`src/rtl/requant_scaler.sv`:
```
// rtl/requant_scaler.sv - two-stage requantising scaler with saturation and cell index tagging
//
// Ports:
//   clk, rst        clock, synchronous active-high reset
//   cfg_load        latch cfg_scale / cfg_shift / cfg_offset at this edge
//   cfg_scale       unsigned multiplier
//   cfg_shift       arithmetic right-shift applied after multiply (and rounding)
//   cfg_offset      signed offset added after the shift
//   input_result    {valid, result}; accepted when valid & input_ready
//   input_ready     upstream may present a new result
//   output_ready    downstream accepts the current output
//   output_value    clamped result, 0 .. 2^DATA_WIDTH-1
//   output_index    wrapping cell index 0 .. CELL_AMOUNT-1
//   output_last     output_index == CELL_AMOUNT-1
//   output_enable   output valid
module requant_scaler #(
  parameter int DATA_WIDTH   = 8,
  parameter int RESULT_WIDTH = 16,
  parameter int INDEX_WIDTH  = 10,
  parameter int SCALE_WIDTH  = 16,
  parameter int SHIFT_WIDTH  = 5,
  parameter int CELL_AMOUNT  = 4,
  parameter int SIGNED_INPUT = 0,
  parameter int ROUND        = 1
) (
  input  logic                    clk,
  input  logic                    rst,
  input  logic                    cfg_load,
  input  logic [SCALE_WIDTH-1:0]  cfg_scale,
  input  logic [SHIFT_WIDTH-1:0]  cfg_shift,
  input  logic [DATA_WIDTH:0]     cfg_offset,
  input  logic [RESULT_WIDTH:0]   input_result,
  output logic                    input_ready,
  input  logic                    output_ready,
  output logic [DATA_WIDTH-1:0]   output_value,
  output logic [INDEX_WIDTH-1:0]  output_index,
  output logic                    output_last,
  output logic                    output_enable
);

  // Product holds result*scale without overflow for either input signedness.
  localparam int PROD_W = RESULT_WIDTH + SCALE_WIDTH + 1;
  // One extra bit so the rounding increment cannot wrap the product.
  localparam int RND_W  = PROD_W + 1;
  // One more bit so adding the offset cannot wrap either.
  localparam int SUM_W  = RND_W + 1;

  localparam logic [INDEX_WIDTH-1:0] LAST_INDEX = INDEX_WIDTH'(CELL_AMOUNT - 1);

  // ---------------------------------------------------------------------------
  // Configuration registers
  // ---------------------------------------------------------------------------
  logic [SCALE_WIDTH-1:0] scale_q;
  logic [SHIFT_WIDTH-1:0] shift_q;
  logic [DATA_WIDTH:0]    offset_q;

  always_ff @(posedge clk) begin
    if (rst) begin
      scale_q  <= SCALE_WIDTH'(1);
      shift_q  <= '0;
      offset_q <= '0;
    end else if (cfg_load) begin
      scale_q  <= cfg_scale;
      shift_q  <= cfg_shift;
      offset_q <= cfg_offset;
    end
  end

  // ---------------------------------------------------------------------------
  // Handshake
  // ---------------------------------------------------------------------------
  logic in_valid;
  logic [RESULT_WIDTH-1:0] in_data;
  logic s1_valid;
  logic s2_valid;
  logic s2_load;

  assign in_valid = input_result[RESULT_WIDTH];
  assign in_data  = input_result[RESULT_WIDTH-1:0];

  // Stage 2 takes a new entry when it is empty or its current entry leaves.
  assign s2_load     = !s2_valid || output_ready;
  // Stage 1 can accept when it is empty or moving forward this cycle.
  assign input_ready = !s1_valid || s2_load;

  // ---------------------------------------------------------------------------
  // Stage 1: multiply, snapshot shift/offset alongside the product
  // ---------------------------------------------------------------------------
  logic signed [PROD_W-1:0] res_ext;
  logic signed [PROD_W-1:0] scale_ext;
  logic signed [PROD_W-1:0] prod;

  generate
    if (SIGNED_INPUT != 0) begin : g_sext
      assign res_ext = {{(PROD_W-RESULT_WIDTH){in_data[RESULT_WIDTH-1]}}, in_data};
    end else begin : g_zext
      assign res_ext = {{(PROD_W-RESULT_WIDTH){1'b0}}, in_data};
    end
  endgenerate

  assign scale_ext = {{(PROD_W-SCALE_WIDTH){1'b0}}, scale_q};
  assign prod      = res_ext * scale_ext;

  logic signed [PROD_W-1:0] s1_prod;
  logic [SHIFT_WIDTH-1:0]   s1_shift;
  logic [DATA_WIDTH:0]      s1_offset;

  // The config registers are read here before their own update lands, so a
  // result accepted on a cfg_load cycle still uses the old configuration.
  always_ff @(posedge clk) begin
    if (rst) begin
      s1_valid  <= 1'b0;
      s1_prod   <= '0;
      s1_shift  <= '0;
      s1_offset <= '0;
    end else if (input_ready) begin
      s1_valid <= in_valid;
      if (in_valid) begin
        s1_prod   <= prod;
        s1_shift  <= shift_q;
        s1_offset <= offset_q;
      end
    end
  end

  // ---------------------------------------------------------------------------
  // Stage 2 datapath: round, shift, offset, clamp
  // ---------------------------------------------------------------------------
  logic signed [RND_W-1:0] rnd_add;
  logic signed [RND_W-1:0] rounded;
  logic signed [RND_W-1:0] shifted;
  logic signed [SUM_W-1:0] summed;
  logic [DATA_WIDTH-1:0]   clamped;

  always_comb begin
    rnd_add = '0;
    if (ROUND != 0 && s1_shift != '0) begin
      rnd_add = RND_W'(1) << (s1_shift - SHIFT_WIDTH'(1));
    end
  end

  assign rounded = {s1_prod[PROD_W-1], s1_prod} + rnd_add;
  // Arithmetic shift: any shift past the width leaves only sign bits (0 or -1).
  assign shifted = rounded >>> s1_shift;
  assign summed  = {{(SUM_W-RND_W){shifted[RND_W-1]}}, shifted}
                 + {{(SUM_W-DATA_WIDTH-1){s1_offset[DATA_WIDTH]}}, s1_offset};

  always_comb begin
    clamped = summed[DATA_WIDTH-1:0];
    if (summed[SUM_W-1]) begin
      clamped = '0;
    end else if (|summed[SUM_W-2:DATA_WIDTH]) begin
      clamped = '1;
    end
  end

  // ---------------------------------------------------------------------------
  // Stage 2 registers and wrapping cell index
  // ---------------------------------------------------------------------------
  logic [INDEX_WIDTH-1:0] idx_q;
  logic [DATA_WIDTH-1:0]  s2_value;
  logic [INDEX_WIDTH-1:0] s2_index;
  logic                   s2_last;

  always_ff @(posedge clk) begin
    if (rst) begin
      s2_valid <= 1'b0;
      s2_value <= '0;
      s2_index <= '0;
      s2_last  <= 1'b0;
      idx_q    <= '0;
    end else if (s2_load) begin
      s2_valid <= s1_valid;
      if (s1_valid) begin
        s2_value <= clamped;
        s2_index <= idx_q;
        s2_last  <= (idx_q == LAST_INDEX);
        idx_q    <= (idx_q == LAST_INDEX) ? '0 : idx_q + INDEX_WIDTH'(1);
      end
    end
  end

  // Outputs read as zero whenever nothing valid is presented.
  assign output_enable = s2_valid;
  assign output_value  = s2_valid ? s2_value : '0;
  assign output_index  = s2_valid ? s2_index : '0;
  assign output_last   = s2_valid & s2_last;

endmodule

```
`config.mk`:
```
export PLATFORM = sky130hd
export DESIGN_NAME = requant_scaler
export DESIGN_NICKNAME = d
export VERILOG_FILES = /design/src/rtl/requant_scaler.sv
export SDC_FILE = /design/constraint.sdc
export NUM_CORES = 1
export LEC_CHECK = 0
export CORE_UTILIZATION = 51
export DETAILED_ROUTE_END_ITERATION = 16
export PLACE_DENSITY_LB_ADDON = 0.1
export SYNTH_ARGS = -nofsm -noshare
export SYNTH_HDL_FRONTEND = slang
export SYNTH_SLANG_ARGS = --single-unit
```
`constraint.sdc`:
```
create_clock -name clk -period 9.7 [get_ports clk]
set_clock_uncertainty 0.05 [all_clocks]
set_input_delay 1.455 -clock clk [delete_from_list [all_inputs] [get_ports clk]]
set_output_delay 1.455 -clock clk [all_outputs]
set_load 0.02 [all_outputs]
```
==> impl_results.html <==
<table>
<tr><th>Metric</th><th>Value</th></tr>
<tr><th colspan="2">Critical path</th></tr>
<tr><td>Crit path max fanout</td><td>16</td></tr>
<tr><td>Crit path DAT</td><td>8.61 ns</td></tr>
<tr><td>Setup Crit Path Kind</td><td>input port to flip-flop</td></tr>
<tr><td>Critical Path Start Type</td><td>input port</td></tr>
<tr><td>Worst Setup End Kind</td><td>flip-flop</td></tr>
<tr><td>Critical Path RT</td><td>9.92 ns</td></tr>
<tr><td>Reg2reg setup slack</td><td>1.44 ns</td></tr>
<tr><th colspan="2">Clocking</th></tr>
<tr><td>Hold-fix buffers at CTS</td><td>0</td></tr>
<tr><td>Clock Sink Count</td><td>107</td></tr>
<tr><td>Setup fix buffers added after clock tree synthesis</td><td>0</td></tr>
<tr><td>Clock tree from TritonCTS</td><td>yes</td></tr>
<tr><td>Clk Tree Root Cell</td><td>sky130_fd_sc_hd__clkbuf_16</td></tr>
<tr><td>Source-to-sink clock delay at the later pin of the worst-skew pair</td><td>0.37 ns</td></tr>
<tr><td>Max Root-Sink Buffers</td><td>2</td></tr>
<tr><td>Clock transition at the registers of the reported paths</td><td>0.08 ns</td></tr>
<tr><td>Depth of the CTS H-tree</td><td>3</td></tr>
<tr><td>Resize count post-CTS</td><td>0</td></tr>
<tr><td>Total CTS buffers</td><td>9</td></tr>
<tr><th colspan="2">Final layout</th></tr>
<tr><td>Signed area change from the synthesized netlist to the final layout</td><td>6.964%</td></tr>
<tr><td>Share of layout cells above drive strength 1</td><td>5.408%</td></tr>
<tr><td>Finished Core Util</td><td>55.89%</td></tr>
<tr><td>Area occupied by multi-input gates</td><td>0.01560 mm2</td></tr>
<tr><td>Storage element area</td><td>0.002142 mm2</td></tr>
<tr><td>Number of filler instances in the final layout</td><td>3552</td></tr>
<tr><td>Net total in the final layout</td><td>2854</td></tr>
<tr><td>Diodes inserted</td><td>0</td></tr>
<tr><th colspan="2">Global route</th></tr>
<tr><td>Total overflow reported by the global router</td><td>0</td></tr>
<tr><td>Maximum number of pins on one net before global-route repair</td><td>107</td></tr>
<tr><td>Global-route layer with the greatest usage</td><td>met2</td></tr>
<tr><td>Met2 Usage GRT</td><td>48.58%</td></tr>
<tr><td>Global-route wire length before repair</td><td>90240 um</td></tr>
<tr><td>Vias in the first global route</td><td>17240</td></tr>
<tr><td>Global-route track usage on met1</td><td>39.32%</td></tr>
<tr><td>Initial antenna violation count</td><td>0</td></tr>
<tr><td>Routing usage on met3</td><td>2.755%</td></tr>
<tr><td>Overall global routing resource usage</td><td>29.00%</td></tr>
<tr><th colspan="2">Timing</th></tr>
<tr><td>Time the final worst path needs with I/O delays and setup</td><td>8.392 ns</td></tr>
<tr><td>Final setup violation count</td><td>0</td></tr>
<tr><td>Final Max Slew Viols</td><td>0</td></tr>
<tr><td>Post-route fraction of the period consumed by the critical path</td><td>86.52%</td></tr>
<tr><td>RSZ-0062 raised after global routing</td><td>false</td></tr>
<tr><td>Setup TNS</td><td>0 ns</td></tr>
<tr><td>Number of endpoints with negative hold slack in the final report</td><td>0</td></tr>
<tr><td>Worst slew margin relative to its limit</td><td>28.05%</td></tr>
<tr><td>Fmax</td><td>119.2 MHz</td></tr>
<tr><td>Slew @ Worst Pin</td><td>1.079 ns</td></tr>
<tr><th colspan="2">Floorplanning</th></tr>
<tr><td>Standard-cell row count</td><td>70</td></tr>
<tr><td>Ports</td><td>72</td></tr>
<tr><td>Area of the core</td><td>0.03696 mm2</td></tr>
<tr><td>Die ar.</td><td>0.03865 mm2</td></tr>
<tr><td>DIE WIDTH</td><td>196.6 um</td></tr>
<tr><td>Starting utilization of the core area</td><td>52.25%</td></tr>
<tr><td>Vertical extent of the die</td><td>196.6 um</td></tr>
<tr><th colspan="2">Logic synthesis</th></tr>
<tr><td>Distinct cells, synth</td><td>108</td></tr>
<tr><td>Dominant combinational cell family by area after synthesis</td><td>adder cells</td></tr>
<tr><td>Share of the synthesized netlist area taken by xor and xnor gates</td><td>2.585%</td></tr>
<tr><td>Yosys warning total</td><td>0</td></tr>
<tr><td>Post-synthesis register bit count</td><td>107</td></tr>
<tr><td>Net count after synthesis</td><td>2851</td></tr>
<tr><td>Number of instances in the synthesized netlist</td><td>2433</td></tr>
<tr><td>Area fraction in and, or, nand and nor cells after synthesis</td><td>22.85%</td></tr>
<tr><td>Post-Synth Adder-Cell Area</td><td>31.39%</td></tr>
<tr><td>Leading register cell type out of synthesis</td><td>sky130_fd_sc_hd__dfxtp_1</td></tr>
<tr><td>Proportion of synthesized flip-flops having asynchronous set or reset</td><td>0%</td></tr>
<tr><td>Syn avg cell area</td><td>7.938 um2</td></tr>
<tr><td>Cell Area, Synth</td><td>0.01931 mm2</td></tr>
<tr><td>Sequential-to-total area share from yosys stat</td><td>11.09%</td></tr>
<tr><td>Multiplexer fraction of the synthesized cell area</td><td>5.079%</td></tr>
<tr><td>Share of the synthesized area in compound gates (AO/OA/AOI/OAI)</td><td>18.83%</td></tr>
<tr><td>Number of synthesized flops with an enable pin</td><td>0</td></tr>
<tr><th colspan="2">Routing</th></tr>
<tr><td>Count of antenna-violating nets left after detailed routing</td><td>0</td></tr>
<tr><td>Number of design rule violations left after detail routing</td><td>0</td></tr>
<tr><td>Initial DRC Count</td><td>1391</td></tr>
<tr><td>Final routed wire length divided by cell count</td><td>18.78 um</td></tr>
<tr><td>Routed wire length</td><td>55310 um</td></tr>
<tr><td>Vias per std cell</td><td>5.895</td></tr>
<tr><td>Via count</td><td>17360</td></tr>
<tr><td>DRT Pass-1 Iters</td><td>6</td></tr>
<tr><th colspan="2">Pwr</th></tr>
<tr><td>Cell Pwr Density</td><td>137.4 mW/mm2</td></tr>
<tr><td>Maximum vdd ir drop</td><td>0.0001034 V</td></tr>
<tr><td>Leakage Power</td><td>9.501 nW</td></tr>
<tr><th colspan="2">Job</th></tr>
<tr><td>Max-cap check violation count</td><td>0</td></tr>
<tr><th colspan="2">Place</th></tr>
<tr><td>DPL Wire Length</td><td>44350 um</td></tr>
<tr><td>Count of buffers inserted at the top-level ports</td><td>71</td></tr>
<tr><td>Placer Congestion</td><td>0.9569</td></tr>
<tr><th colspan="2">Hold path</th></tr>
<tr><td>Kind of path behind the tightest hold check</td><td>flip-flop to flip-flop</td></tr>
<tr><th colspan="2">Status</th></tr>
<tr><td>Outcome</td><td>finished clean</td></tr>
</table>
## power by group
group | switching (mW) | total, mW | internal (mW)
Sequential | 0.0515 | 0.539 | 0.487
Combinational | 1.12 | 1.93 | 0.807
Clock | 0.190 | 0.370 | 0.180
Total | 1.36 | 2.84 | 1.47
## flip-flops by register name, indices dropped and copies added, names as in the netlist
signal / cells
s1_valid: 1
offset_q: 9
shift_q: 5
s2_last: 1
s1_prod: 32
s2_value: 8
s1_offset: 9
idx_q: 10
s1_shift: 5
scale_q: 16
output_enable: 1
s2_index: 10
## metrics by stage
step | setup slack, ns | instance area, um2 | std cells | hold WS (ns) | power (mW)
after floorplan | 2.052 | 19310 | 2433 | 0.3812 | 2.013
after global placement | 1.048 | 20370 | 2929 | 0.3911 | 2.427
after detailed placement | 0.8757 | 20370 | 2929 | 0.3914 | 2.456
after CTS | 1.266 | 20660 | 2945 | 0.4025 | 2.839
after global routing | 0.8524 | 20660 | 2945 | 0.4283 | 3.112
final | 1.308 | 20660 | 2945 | 0.4047 | 2.838
## cells in the mapped netlist, types with 43 or more instances
library cell / n / share of area [%]
sky130_fd_sc_hd__nand2_1: 368 / 7.2
sky130_fd_sc_hd__clkbuf_1: 96 / 1.9
sky130_fd_sc_hd__o21ai_0: 60 / 1.6
sky130_fd_sc_hd__nor2_1: 183 / 3.6
sky130_fd_sc_hd__mux2i_1: 62 / 3.2
sky130_fd_sc_hd__dfxtp_1: 107 / 11
sky130_fd_sc_hd__inv_1: 252 / 4.9
sky130_fd_sc_hd__and2_1: 146 / 4.7
sky130_fd_sc_hd__ha_1: 171 / 11
sky130_fd_sc_hd__fa_1: 196 / 20
sky130_fd_sc_hd__a21oi_1: 165 / 4.3
sky130_fd_sc_hd__a21o_1: 43 / 1.7
## layout make-up
| class | count | share of cell area (%) |
|---|---|---|
| multi-input combinational | 1948 | 75.51 |
| sequential | 107 | 10.37 |
| clock buffer | 10 | 1.108 |
| tap | 504 | 3.053 |
| clock inverter | 6 | 0.2907 |
| timing repair buffer | 117 | 5.075 |
| inverter | 253 | 4.597 |
## worst max-delay path, stage by stage
cell	delay [ns]
sky130_fd_sc_hd__clkdlybuf4s50_1	0.91
sky130_fd_sc_hd__nand2_1	0.18
sky130_fd_sc_hd__fa_1	0.57
sky130_fd_sc_hd__inv_1	0.05
sky130_fd_sc_hd__fa_1	0.53
sky130_fd_sc_hd__inv_1	0.06
sky130_fd_sc_hd__fa_1	0.48
sky130_fd_sc_hd__fa_1	0.47
sky130_fd_sc_hd__fa_1	0.52
sky130_fd_sc_hd__inv_1	0.05
sky130_fd_sc_hd__fa_1	0.44
sky130_fd_sc_hd__ha_1	0.33
sky130_fd_sc_hd__a21oi_1	0.29
sky130_fd_sc_hd__and3b_1	0.21
sky130_fd_sc_hd__o211ai_1	0.11
sky130_fd_sc_hd__a2111oi_0	0.85
sky130_fd_sc_hd__o31a_1	0.32
sky130_fd_sc_hd__o21ai_0	0.15
sky130_fd_sc_hd__nand2_1	0.14
sky130_fd_sc_hd__o31a_1	0.16
sky130_fd_sc_hd__nor4_1	0.05
sky130_fd_sc_hd__a211o_1	0.26
## cell families (layout without fill, tap and decap cells)
family,Yosys count,after routing
AOI/OAI and AO/OA,518,518
xor gates and xnor gates,57,57
adders and majority gates,367,367
buffers and inverters,378,386
DFF,107,107
muxes,85,85
other,1,1
and+or+nand+nor,920,920
## layer usage
| metal | part of all wire, % | up-vias |
|---|---|---|
| li1 | - | 8344 |
| met4 | 2.8 | 0 |
| met1 | 45 | 8380 |
| met2 | 47 | 555 |
| met3 | 5.6 | 82 |
| met5 | 0 | - |
## worst paths after layout
check                      startpoint                  endpoint  cells after the start
max reg2reg  s1_shift[0]$_SDFFE_PP0P_  s2_value[5]$_SDFFE_PP0P_                     27
min reg2reg  s2_index[3]$_SDFFE_PP0P_  s2_index[3]$_SDFFE_PP0P_                      2
min          s2_index[3]$_SDFFE_PP0P_  s2_index[3]$_SDFFE_PP0P_                      2
max                  input_result[10]  s1_prod[28]$_SDFFE_PP0P_                     22
## placed cells by master, fill, tap and decap left out, drive strengths merged, types with 20 or more instances in the layout
cell type / synthesis / routed
a211oi: 31 / 31
a21o: 46 / 46
a21oi: 168 / 168
and2: 152 / 152
buf: 18 / 48
clkdlybuf4s50: 0 / 69
dfxtp: 107 / 107
fa: 196 / 196
ha: 171 / 171
inv: 252 / 254
mux2i: 62 / 62
nand2: 368 / 368
nand2b: 20 / 20
nand3: 34 / 34
nand4: 27 / 27
nor2: 183 / 183
nor3: 29 / 29
o21ai: 70 / 70
xnor2: 34 / 34
xor2: 23 / 23
(Power assumes the default switching activity.)
